## config.mk

```make
export PLATFORM = sky130hd
export DESIGN_NAME = ppu_bg_fetch
export DESIGN_NICKNAME = d
export VERILOG_FILES = /design/src/rtl/ppu_bg_fetch.sv
export SDC_FILE = /design/constraint.sdc
export NUM_CORES = 1
export LEC_CHECK = 0
export CAP_MARGIN = 20
export CORE_AREA = 2 2 108 110
export DETAILED_ROUTE_END_ITERATION = 12
export DIE_AREA = 0 0 110 112
export PLACE_DENSITY = 0.74
export SETUP_SLACK_MARGIN = 0.05
export SYNTH_ARGS = -nofsm -noshare
export SYNTH_HDL_FRONTEND = slang
export SYNTH_SLANG_ARGS = --single-unit
```

## constraint.sdc

```tcl
create_clock -name clk -period 3.18 [get_ports clk]
set_input_delay 0.318 -clock clk [delete_from_list [all_inputs] [get_ports clk]]
set_output_delay 0.318 -clock clk [all_outputs]
set_load 0.02 [all_outputs]
```

## src/rtl/ppu_bg_fetch.sv

```systemverilog
// Background tile fetch sequencer: runs the 8-dot NT/AT/pattern fetch cadence on the PPU bus
// and feeds the 16-bit background shifters that produce one pixel per dot.
module ppu_bg_fetch #(
  parameter int unsigned FETCH_LAT = 1
) (
  input  logic        clk,
  input  logic        rst,
  input  logic        render_en,
  input  logic [8:0]  cycle,
  input  logic [14:0] v,
  input  logic [2:0]  fine_x,
  input  logic        bg_sel,
  output logic [13:0] addr,
  output logic        rw,
  input  logic [7:0]  data_i,
  output logic [3:0]  bg_pix,
  output logic        hinc
);

  if (FETCH_LAT != 1) begin : g_bad_lat
    $error("ppu_bg_fetch: only FETCH_LAT = 1 is supported");
  end

  logic [2:0]  phase;
  logic        in_fetch;
  logic        in_dummy;
  logic        in_shift;
  logic        reload;

  logic [13:0] addr_q, addr_d;
  logic [7:0]  nt_q, nt_d;
  logic [1:0]  at_q, at_d;
  logic [7:0]  lo_q, lo_d;
  logic [7:0]  hi_q, hi_d;
  logic [15:0] pat_lo_q, pat_lo_d;
  logic [15:0] pat_hi_q, pat_hi_d;
  logic [15:0] att_lo_q, att_lo_d;
  logic [15:0] att_hi_q, att_hi_d;

  logic [13:0] nt_addr;
  logic [13:0] at_addr;
  logic [13:0] pl_addr;
  logic [13:0] ph_addr;
  logic [13:0] addr_drv;
  logic        addr_vld;
  logic [2:0]  at_shamt;
  logic [7:0]  at_shifted;
  logic [3:0]  sel;

  // (cycle - 1) mod 8; dot 0 lands on phase 7 but is outside every window.
  assign phase    = cycle[2:0] - 3'd1;
  assign in_fetch = ((cycle >= 9'd1) && (cycle <= 9'd256)) ||
                    ((cycle >= 9'd321) && (cycle <= 9'd336));
  assign in_dummy = (cycle == 9'd337) || (cycle == 9'd339);
  assign in_shift = ((cycle >= 9'd2) && (cycle <= 9'd257)) ||
                    ((cycle >= 9'd322) && (cycle <= 9'd337));
  assign reload   = in_shift && (phase == 3'd0);

  assign nt_addr = {2'b10, v[11:0]};
  assign at_addr = 14'h23C0 | {2'b00, v[11:10], 4'b0000, v[9:7], v[4:2]};
  assign pl_addr = {1'b0, bg_sel, nt_q, 1'b0, v[14:12]};
  assign ph_addr = pl_addr + 14'd8;

  // Attribute quadrant select from coarse Y bit 1 and coarse X bit 1.
  assign at_shamt   = {v[6], v[1], 1'b0};
  assign at_shifted = data_i >> at_shamt;

  always_comb begin
    addr_drv = 14'h0000;
    addr_vld = 1'b0;
    if (render_en) begin
      if (in_fetch) begin
        unique case (phase)
          3'd0: begin addr_drv = nt_addr; addr_vld = 1'b1; end
          3'd2: begin addr_drv = at_addr; addr_vld = 1'b1; end
          3'd4: begin addr_drv = pl_addr; addr_vld = 1'b1; end
          3'd6: begin addr_drv = ph_addr; addr_vld = 1'b1; end
          default: ;
        endcase
      end else if (in_dummy) begin
        addr_drv = nt_addr;
        addr_vld = 1'b1;
      end
    end
  end

  always_comb begin
    addr_d   = addr_vld ? addr_drv : addr_q;
    nt_d     = nt_q;
    at_d     = at_q;
    lo_d     = lo_q;
    hi_d     = hi_q;
    pat_lo_d = pat_lo_q;
    pat_hi_d = pat_hi_q;
    att_lo_d = att_lo_q;
    att_hi_d = att_hi_q;

    if (render_en && in_fetch) begin
      unique case (phase)
        3'd1: nt_d = data_i;
        3'd3: at_d = at_shifted[1:0];
        3'd5: lo_d = data_i;
        3'd7: hi_d = data_i;
        default: ;
      endcase
    end

    if (render_en && in_shift) begin
      pat_lo_d = {pat_lo_q[14:0], 1'b0};
      pat_hi_d = {pat_hi_q[14:0], 1'b0};
      att_lo_d = {att_lo_q[14:0], 1'b0};
      att_hi_d = {att_hi_q[14:0], 1'b0};
      // Shift first, then the new tile lands in the low byte.
      if (reload) begin
        pat_lo_d[7:0] = lo_q;
        pat_hi_d[7:0] = hi_q;
        att_lo_d[7:0] = {8{at_q[0]}};
        att_hi_d[7:0] = {8{at_q[1]}};
      end
    end
  end

  always_ff @(posedge clk or posedge rst) begin
    if (rst) begin
      addr_q   <= '0;
      nt_q     <= '0;
      at_q     <= '0;
      lo_q     <= '0;
      hi_q     <= '0;
      pat_lo_q <= '0;
      pat_hi_q <= '0;
      att_lo_q <= '0;
      att_hi_q <= '0;
    end else begin
      addr_q   <= addr_d;
      nt_q     <= nt_d;
      at_q     <= at_d;
      lo_q     <= lo_d;
      hi_q     <= hi_d;
      pat_lo_q <= pat_lo_d;
      pat_hi_q <= pat_hi_d;
      att_lo_q <= att_lo_d;
      att_hi_q <= att_hi_d;
    end
  end

  assign sel = 4'd15 - {1'b0, fine_x};

  // Gate with rst so the address dot's combinational path cannot leak during reset.
  assign addr   = rst ? 14'h0000 : addr_d;
  assign rw     = 1'b1;
  assign hinc   = !rst && render_en && in_fetch && (phase == 3'd7);
  assign bg_pix = (!rst && render_en) ?
                  {att_hi_q[sel], att_lo_q[sel], pat_hi_q[sel], pat_lo_q[sel]} : 4'b0000;

endmodule
```

==> reports/results.env, run 1 <==
INITIALDRTVIOLATIONCOUNT=185
COMMONEST_REGISTER_CELL_AFTER_SYNTHESIS='dfrtp_1'
SYNTH_AREA_LEADER_CELL='dfrtp_1'
MAXCLOCKFREQUENCY_MHz=327
FIRST_GLOBAL_VIAS=3779
TNS_PS=0
INITIAL_ANTENNA_VIOLATION_COUNT=0
DR.PASS1.ITERS=4
DRC_ERRORS=0
POWER-PER-CELL-AREA_nW_PER_UM2=635
PIN_COUNT=59
VDD.IR_DROP.WORST_uV=470
SYNTH.CELLS.MOST_FREQUENT='104 x dfrtp_1, 46 x mux2_4, 45 x mux2_2, 27 x mux2i_1, 21 x nor2_1'
CTSHTREEMAXLEVEL=3
SYNTHESIS.AREA_PER_INSTANCE_SQ_UM=13.0
SYN-NUM-NETS=458
GPL.FINAL_WEIGHTED_CONGESTION=0.846
SYNTH_TO_FINAL_AREA_CHANGE_PCT=20.6
FLOORPLAN.DIE_AREA_SQ_UM=12300
WORST_EP_ARRIVAL_TIME_PS=2740
TIMING.MAX_CAP.VIOLATIONS=0
SETUP_VIOL=0
AVGVIACOUNTPERCELL=5.68
FINAL.SETUP_SKEW_PS=3.73
CTS_ROOT_BUF='clkbuf_16'
MOST_COMMON_CELL_IN_THE_SYNTHESIZED_NETLIST='dfrtp_1'
FINAL_LAYOUT_SIZE_SUFFIX_GT1_SHARE_PCT=33.0
GRT_OVERFLOW_TOTAL=0
SYN-CELL-AREA_SQ_UM=5460
WIRE_LENGTH_OF_THE_FIRST_GLOBAL_ROUTING_PASS_MICRONS=18400
PATH_CLASS='primary input to primary output'
SYNTHESIS.INSTANCES=419
START_UTIL_PCT=48.8
TRANSITION_TIME_OF_THE_TIGHTEST_SLEW_CHECK_PIN_PS=758
REPORT.FINAL.HOLD_VIOL_COUNT=0
CLK_SLEW_ON_WORST_S_H_PATHS_PS=60
TRITONCTS_CLOCK_TREE='yes'
ROUTED_WL_MICRONS=11100
INSERTION_DELAY_TO_THE_LATER_SINK_OF_THE_WORST_SKEW_PAIR_PS=340
POWER.STATIC_LEAKAGE_nW=3.12
MAX-CLOCK-PATH-BUFFERS=2
FINALMAXSLEWVIOLATIONS=0
FLOORPLAN.DIE.WIDTH_MICRONS=110
DETAILED_PLACE.AREA_SQ_UM=6290
FP.DIEH_MICRONS=112
GRT_SETUP_UNREPAIRED='false'
ANTENNA-DIODE-COUNT=0
YS_FF_LATCH=104
PLACE.PORT_BUFFERS=57
STDCELL_AREA_SQ_UM=6580
SETUP.WORST_PATH.END_CLASS='primary output'
GRT.TOTAL_USAGE_PCT=19.0
FINAL_MIN_PERIOD_OVER_CLOCK_PERIOD_PCT=96.3
SYNTH_WARNINGS=0
MAX_SLEW_MARGIN_PCT=49.5
CORE_SQ_UM=11200
CRITICAL_PATH_REQUIRED_PS=2860
SYNTH.DISTINCT_CELLS=45
ANTENNA_LEFT=0
NETLIST.AREA_LEADER.SHARE_PCT=47.7
SYNTH_AREA_LEADERS='dfrtp_1 48%, mux2_4 13%, mux2_2 9.3%, mux2i_1 5.0%, mux4_2 4.1%'
RUN_STATUS='complete, no violations'
DETAILED_PLACE_HPWL_MICRONS=7700
ASYNCSETRESETFLOPFRACSYNTH_PCT=100
TRITONCTS.NUM_BUFFERS=9
HOLDBUFCOUNTCTS=0
NUM-NETS-FINAL=527
DETAIL_ROUTE.WL_PER_CELL_MICRONS=17.5
CLOCK_SINK_COUNT=104
FIN_CRIT_PS=3060
TIMING.HOLD.WORST.CLASS='flop to flop'
CRIT_PATH_MAX_FANOUT=4
SETUP.WORST_PATH.START_CLASS='primary input'
SYNTH_SEQUENTIAL_AREA_RATIO_PCT=47.7
ROWS=39
SYNTH_ENABLE_FLOP_CELLS=0
ROUTE.VIAS.TOTAL=3604
LARGEST_NET_DEGREE_AT_THE_START_OF_GLOBAL_ROUTING=65
[registers in the layout (all words and copies together), names as in the netlist, 8 cells and up]
register,count
att_lo_q,16
pat_lo_q,16
nt_q,8
lo_q,8
pat_hi_q,16
addr_q,14
hi_q,8
att_hi_q,16
[final timing paths]
check	cells past startpoint	slack, ps	from	end
worst max-delay path	6	120	cycle[3]	addr[13]
worst min-delay path	1	510	lo_q[0]$_DFFE_PP0P_	lo_q[0]$_DFFE_PP0P_
worst max register to register	3	2110	addr_q[13]$_DFF_PP0_	addr_q[13]$_DFF_PP0_
worst min register to register	1	510	lo_q[0]$_DFFE_PP0P_	lo_q[0]$_DFFE_PP0P_
max in group asynchronous	3	1830	rst	pat_lo_q[8]$_DFFE_PP0P_
min in group asynchronous	3	770	rst	addr_q[7]$_DFF_PP0_
[metrics by stage]
step / power, mW / setup slack [ps] / hold WS, ps / utilization (%) / std cells
after global placement: 3.07 / 66.1 / 481 / 56.3 / 620
after CTS: 4.22 / 58.6 / 503 / 58.7 / 634
after detailed placement: 3.14 / 25.3 / 489 / 56.3 / 620
final: 4.18 / 118 / 505 / 58.9 / 634
after floorplan: 2.81 / 491 / 453 / - / 419
after global routing: 4.40 / 39.0 / 520 / 58.9 / 634
[where the power goes]
group,internal (mW),switching (mW),leakage [nW]
Clock,0.599,0.462,0.134
Combinational,0.713,0.403,1.66
Sequential,1.74,0.264,1.33
Total,3.05,1.13,3.12
[layout make-up]
class                   instances  area (sq um)
inverters                      17          67.6
multi-input cells             270          2620
repair buffers                 86           830
fillers                       901          4600
well taps                     143           179
clock inverters                 4          47.5
clock buffers                  10           229
flip-flops and latches        104          2600
[per-layer routing]
| layer | part of all wire (%) | GRT usage (%) |
|---|---|---|
| met3 | 3.6 | 4.39 |
| met5 | 0 | 0 |
| met1 | 45 | 24.8 |
| met2 | 50 | 31.2 |
| met4 | 1.6 | 6.24 |
[cell usage in the layout (no fill, tap or decap), types with 2 or more instances in the layout]
| master | netlist | final |
|---|---|---|
| dlygate4sd2_1 | 0 | 7 |
| buf_4 | 3 | 26 |
| dlymetal6s2s_1 | 0 | 5 |
| inv_1 | 17 | 16 |
| nand2_1 | 13 | 13 |
| and4_1 | 2 | 2 |
| o21ai_0 | 7 | 7 |
| nor3_1 | 15 | 15 |
| mux2_4 | 46 | 46 |
| mux2_2 | 45 | 45 |
| o22ai_1 | 4 | 4 |
| nor4b_4 | 2 | 2 |
| or2_2 | 4 | 4 |
| clkinvlp_4 | 0 | 2 |
| a2111oi_0 | 6 | 6 |
| a21oi_1 | 16 | 16 |
| clkdlybuf4s50_1 | 0 | 45 |
| or3_1 | 2 | 2 |
| and3_1 | 7 | 7 |
| nand3_1 | 2 | 2 |
| mux4_2 | 10 | 10 |
| a211oi_1 | 11 | 11 |
| clkbuf_16 | 0 | 9 |
| a2111oi_2 | 5 | 5 |
| mux2i_1 | 27 | 27 |
| clkinv_2 | 0 | 2 |
| nor4_1 | 6 | 5 |
| nand2b_1 | 2 | 2 |
| dfrtp_1 | 104 | 104 |
| nor2_1 | 21 | 21 |
| buf_12 | 0 | 3 |
[worst max-delay path, stage by stage]
cell and delay, ps:
clkdlybuf4s50_1 480, or3_1 440, nor4_1 290, o22a_1 300
mux2_2 370, clkdlybuf4s50_1 550
[kinds of logic (layout without fill, tap and decap cells)]
kind of cell	after synthesis	after routing	synth area share (%)
DFF	104	104	47.7
buffers and inverters	45	117	4.33
muxes	129	129	31.2
AOI/OAI and AO/OA	57	57	7.96
and+or+nand+nor	83	83	8.71
other	1	1	0.0687
[what timing repair did]
| action | CTS | global route |
|---|---|---|
| gates resized for setup | 7 | 6 |
| endpoints found under the setup margin | 7 | 5 |
| buffers inserted | 0 | 0 |
| gates cloned | 0 | 0 |
(Power assumes the default switching activity.)
==> inputs of run 2 (changes only) <==
--- a/config.mk
+++ b/config.mk
@@ -10,6 +10,7 @@
 export DETAILED_ROUTE_END_ITERATION = 12
 export DIE_AREA = 0 0 110 112
 export PLACE_DENSITY = 0.74
+export RECOVER_POWER = 50
 export SETUP_SLACK_MARGIN = 0.05
 export SYNTH_ARGS = -nofsm -noshare
 export SYNTH_HDL_FRONTEND = slang
==> run 2 against run 1 <==
Clock power about the same. First-iteration DRC count fell by 1.6%. Critical path depth stayed put. Critical endpoint unchanged. Highest routed layer unchanged.
==> reports/results.env, run 2 (synthesis results as in run 1) <==
CRITPATHMAXSTAGEDELAY_PS=550  # about the same
ROUTE.VIAS.TOTAL=3626  # was 3,604
SETUP.WORST_PATH.START_CLASS='primary input'  # unchanged
GRT_SETUP_UNREPAIRED='false'  # unchanged
DETAILED_PLACE_HPWL_MICRONS=7700  # unchanged
FP.DIEH_MICRONS=112  # unchanged
GRT.TOTAL_USAGE_PCT=19.0  # unchanged
FINAL_CORE_UTIL_PCT=58.7  # was 58.9%
CORE_SQ_UM=11200  # unchanged
LAYOUT_COMMONEST_CELL='dfrtp_1'  # unchanged
SYNTH_TO_FINAL_AREA_CHANGE_PCT=20.2  # was 20.6%
CPMOSTUSEDCELL='clkdlybuf4s50_1'  # unchanged
WORST_EP_ARRIVAL_TIME_PS=2740  # about the same
NUM-NETS-FINAL=527  # unchanged
FINALMAXSLEWVIOLATIONS=0  # unchanged
PATH_CLASS='primary input to primary output'  # unchanged
CTS_ROOT_BUF='clkbuf_16'  # unchanged
RUN_STATUS='complete, no violations'  # unchanged
SETUP_VIOL=0  # unchanged
REPORT.FINAL.HOLD_VIOL_COUNT=0  # unchanged
VDD.IR_DROP.WORST_uV=469  # was 470 uV
TRITONCTS.NUM_BUFFERS=9  # unchanged
FINAL.SETUP_SKEW_PS=5.68  # was 3.73 ps
AVGVIACOUNTPERCELL=5.72  # was 5.68
SETUP.WORST_PATH.END_CLASS='primary output'  # unchanged
POST-LAYOUT-TOTAL-POWER_mW=4.17  # was 4.18 mW
START_UTIL_PCT=48.8  # unchanged
DRC_ERRORS=0  # unchanged
NUM-FILL-CELLS=905  # was 901
ROWS=39  # unchanged
POWER-PER-CELL-AREA_nW_PER_UM2=636  # was 635 nW/um^2
FIN_CRIT_PS=3060  # about the same
TIMING.MAX_CAP.VIOLATIONS=0  # unchanged
MULTI_INPUT_COMB_AREA_SQ_UM=2620  # about the same
TIMING.HOLD.WORST.CLASS='flop to flop'  # unchanged
DR.PASS1.ITERS=4  # unchanged
DETAIL_ROUTE.WL_PER_CELL_MICRONS=17.5  # about the same
MAXCLOCKFREQUENCY_MHz=327  # about the same
CRITPATHSLOWESTCELL='clkdlybuf4s50_1'  # unchanged
CLOCK_SINK_COUNT=104  # unchanged
TRANSITION_TIME_OF_THE_TIGHTEST_SLEW_CHECK_PIN_PS=1470  # was 758 ps
LAYOUT.AREA.SEQ_SQ_UM=2600  # unchanged
ANTENNA-DIODE-COUNT=0  # unchanged
FINAL_LAYOUT_SIZE_SUFFIX_GT1_SHARE_PCT=32.6  # was 33.0%
PIN_COUNT=59  # unchanged
GRT_OVERFLOW_TOTAL=0  # unchanged
TRITONCTS_CLOCK_TREE='yes'  # unchanged
CTSHTREEMAXLEVEL=3  # unchanged
TOP_LIBRARY_CELLS_BY_USAGE_IN_THE_LAYOUT_FILL_AND_TAPS_ASIDE='104 x dfrtp_1, 46 x mux2_4, 45 x mux2_2'  # was 104 x dfrtp_1, 46 x mux2_4, 45 x mux2_2, 45 x clkdlybuf4s50_1, 27 x mux2i_1
CRIT_PATH_MAX_FANOUT=4  # unchanged
POWER.STATIC_LEAKAGE_nW=3.12  # about the same
CLK_SLEW_ON_WORST_S_H_PATHS_PS=60  # about the same
HOLD-WORST-SLACK_PS=505  # about the same
FIRST_GLOBAL_VIAS=3779  # unchanged
GPL.FINAL_WEIGHTED_CONGESTION=0.846  # unchanged
ANTENNA_LEFT=0  # unchanged
LARGEST_NET_DEGREE_AT_THE_START_OF_GLOBAL_ROUTING=65  # unchanged
WIRE_LENGTH_OF_THE_FIRST_GLOBAL_ROUTING_PASS_MICRONS=18400  # unchanged
CP_CELL_SEQUENCE='clkdlybuf4s50_1 > or3_1 > nor4_1 > o22a_1 > mux2_2 > clkdlybuf4s50_1'  # unchanged
FLOORPLAN.DIE_AREA_SQ_UM=12300  # unchanged
INITIAL_ANTENNA_VIOLATION_COUNT=0  # unchanged
TNS_PS=0  # unchanged
MAX-CLOCK-PATH-BUFFERS=2  # unchanged
INSERTION_DELAY_TO_THE_LATER_SINK_OF_THE_WORST_SKEW_PAIR_PS=340  # about the same
MAX_SLEW_MARGIN_PCT=2.22  # was 49.5%
FLOORPLAN.DIE.WIDTH_MICRONS=110  # unchanged
PLACE.PORT_BUFFERS=57  # unchanged
POST_CTS_BUFFERS=0  # unchanged
FINAL_MIN_PERIOD_OVER_CLOCK_PERIOD_PCT=96.2  # was 96.3%
INITIALDRTVIOLATIONCOUNT=182  # was 185
ROUTED_WL_MICRONS=11100  # about the same
CRITICAL_PATH_REQUIRED_PS=2860  # about the same
run 2: worst paths after layout:
kind                                         start                        to  slack, ps  cells past startpoint
setup reg to reg              addr_q[13]$_DFF_PP0_      addr_q[13]$_DFF_PP0_       2100                      3
max in group asynchronous                      rst  pat_lo_q[10]$_DFFE_PP0P_       1090                      3
min in group asynchronous                      rst       addr_q[7]$_DFF_PP0_       1050                      3
hold / removal             att_hi_q[7]$_DFFE_PP0P_   att_hi_q[8]$_DFFE_PP0P_        500                      1
setup / recovery                          cycle[3]                  addr[13]        120                      6
hold reg to reg            att_hi_q[7]$_DFFE_PP0P_   att_hi_q[8]$_DFFE_PP0P_        500                      1
run 2: layout make-up:
class                           count  share of cell area, %
Multi-Input combinational cell    270                   39.9
Sequential cell                   104                   39.7
Timing Repair Buffer               86                   12.5
Clock buffer                       10                   3.49
Tap cell                          143                   2.73
Inverter                           17                  0.992
Clock inverter                      4                  0.725
run 2: what timing repair did:
| item | 4_1_cts | 5_1_grt |
|---|---|---|
| hold buffers | 0 | 0 |
| setup endpoints to repair | 7 | 5 |
| gates resized for setup | 7 | 6 |
run 2: critical path: cells and delay by family:
family	cells	cell delay (ps)
AO/OA/AOI/OAI	1	310
buffers and inverters	2	1030
multiplexers	1	370
AND/OR/NAND/NOR	2	720
run 2: power breakdown:
| group | switching, mW | internal [mW] | total, mW |
|---|---|---|---|
| Clock | 0.463 | 0.599 | 1.06 |
| Sequential | 0.263 | 1.74 | 2.00 |
| Combinational | 0.402 | 0.711 | 1.11 |
run 2: metal layers:
layer	vias up	share of wire [%]	track usage, %	wire length [microns]
met4	0	1.7	6.24	185
met3	13	3.3	4.39	361
met5	-	0	0	0
met2	67	50	31.2	5510
met1	1871	45	24.8	5010
li1	1675	-	-	-
run 2: through the flow:
stage,worst slack [ps],instance area [sq um],instances
after global placement,66.1,6290,620
final,122,6560,634
after detailed placement,25.3,6290,620
after floorplan,491,5460,419
after global routing,39.0,6560,634
after CTS,58.6,6560,634
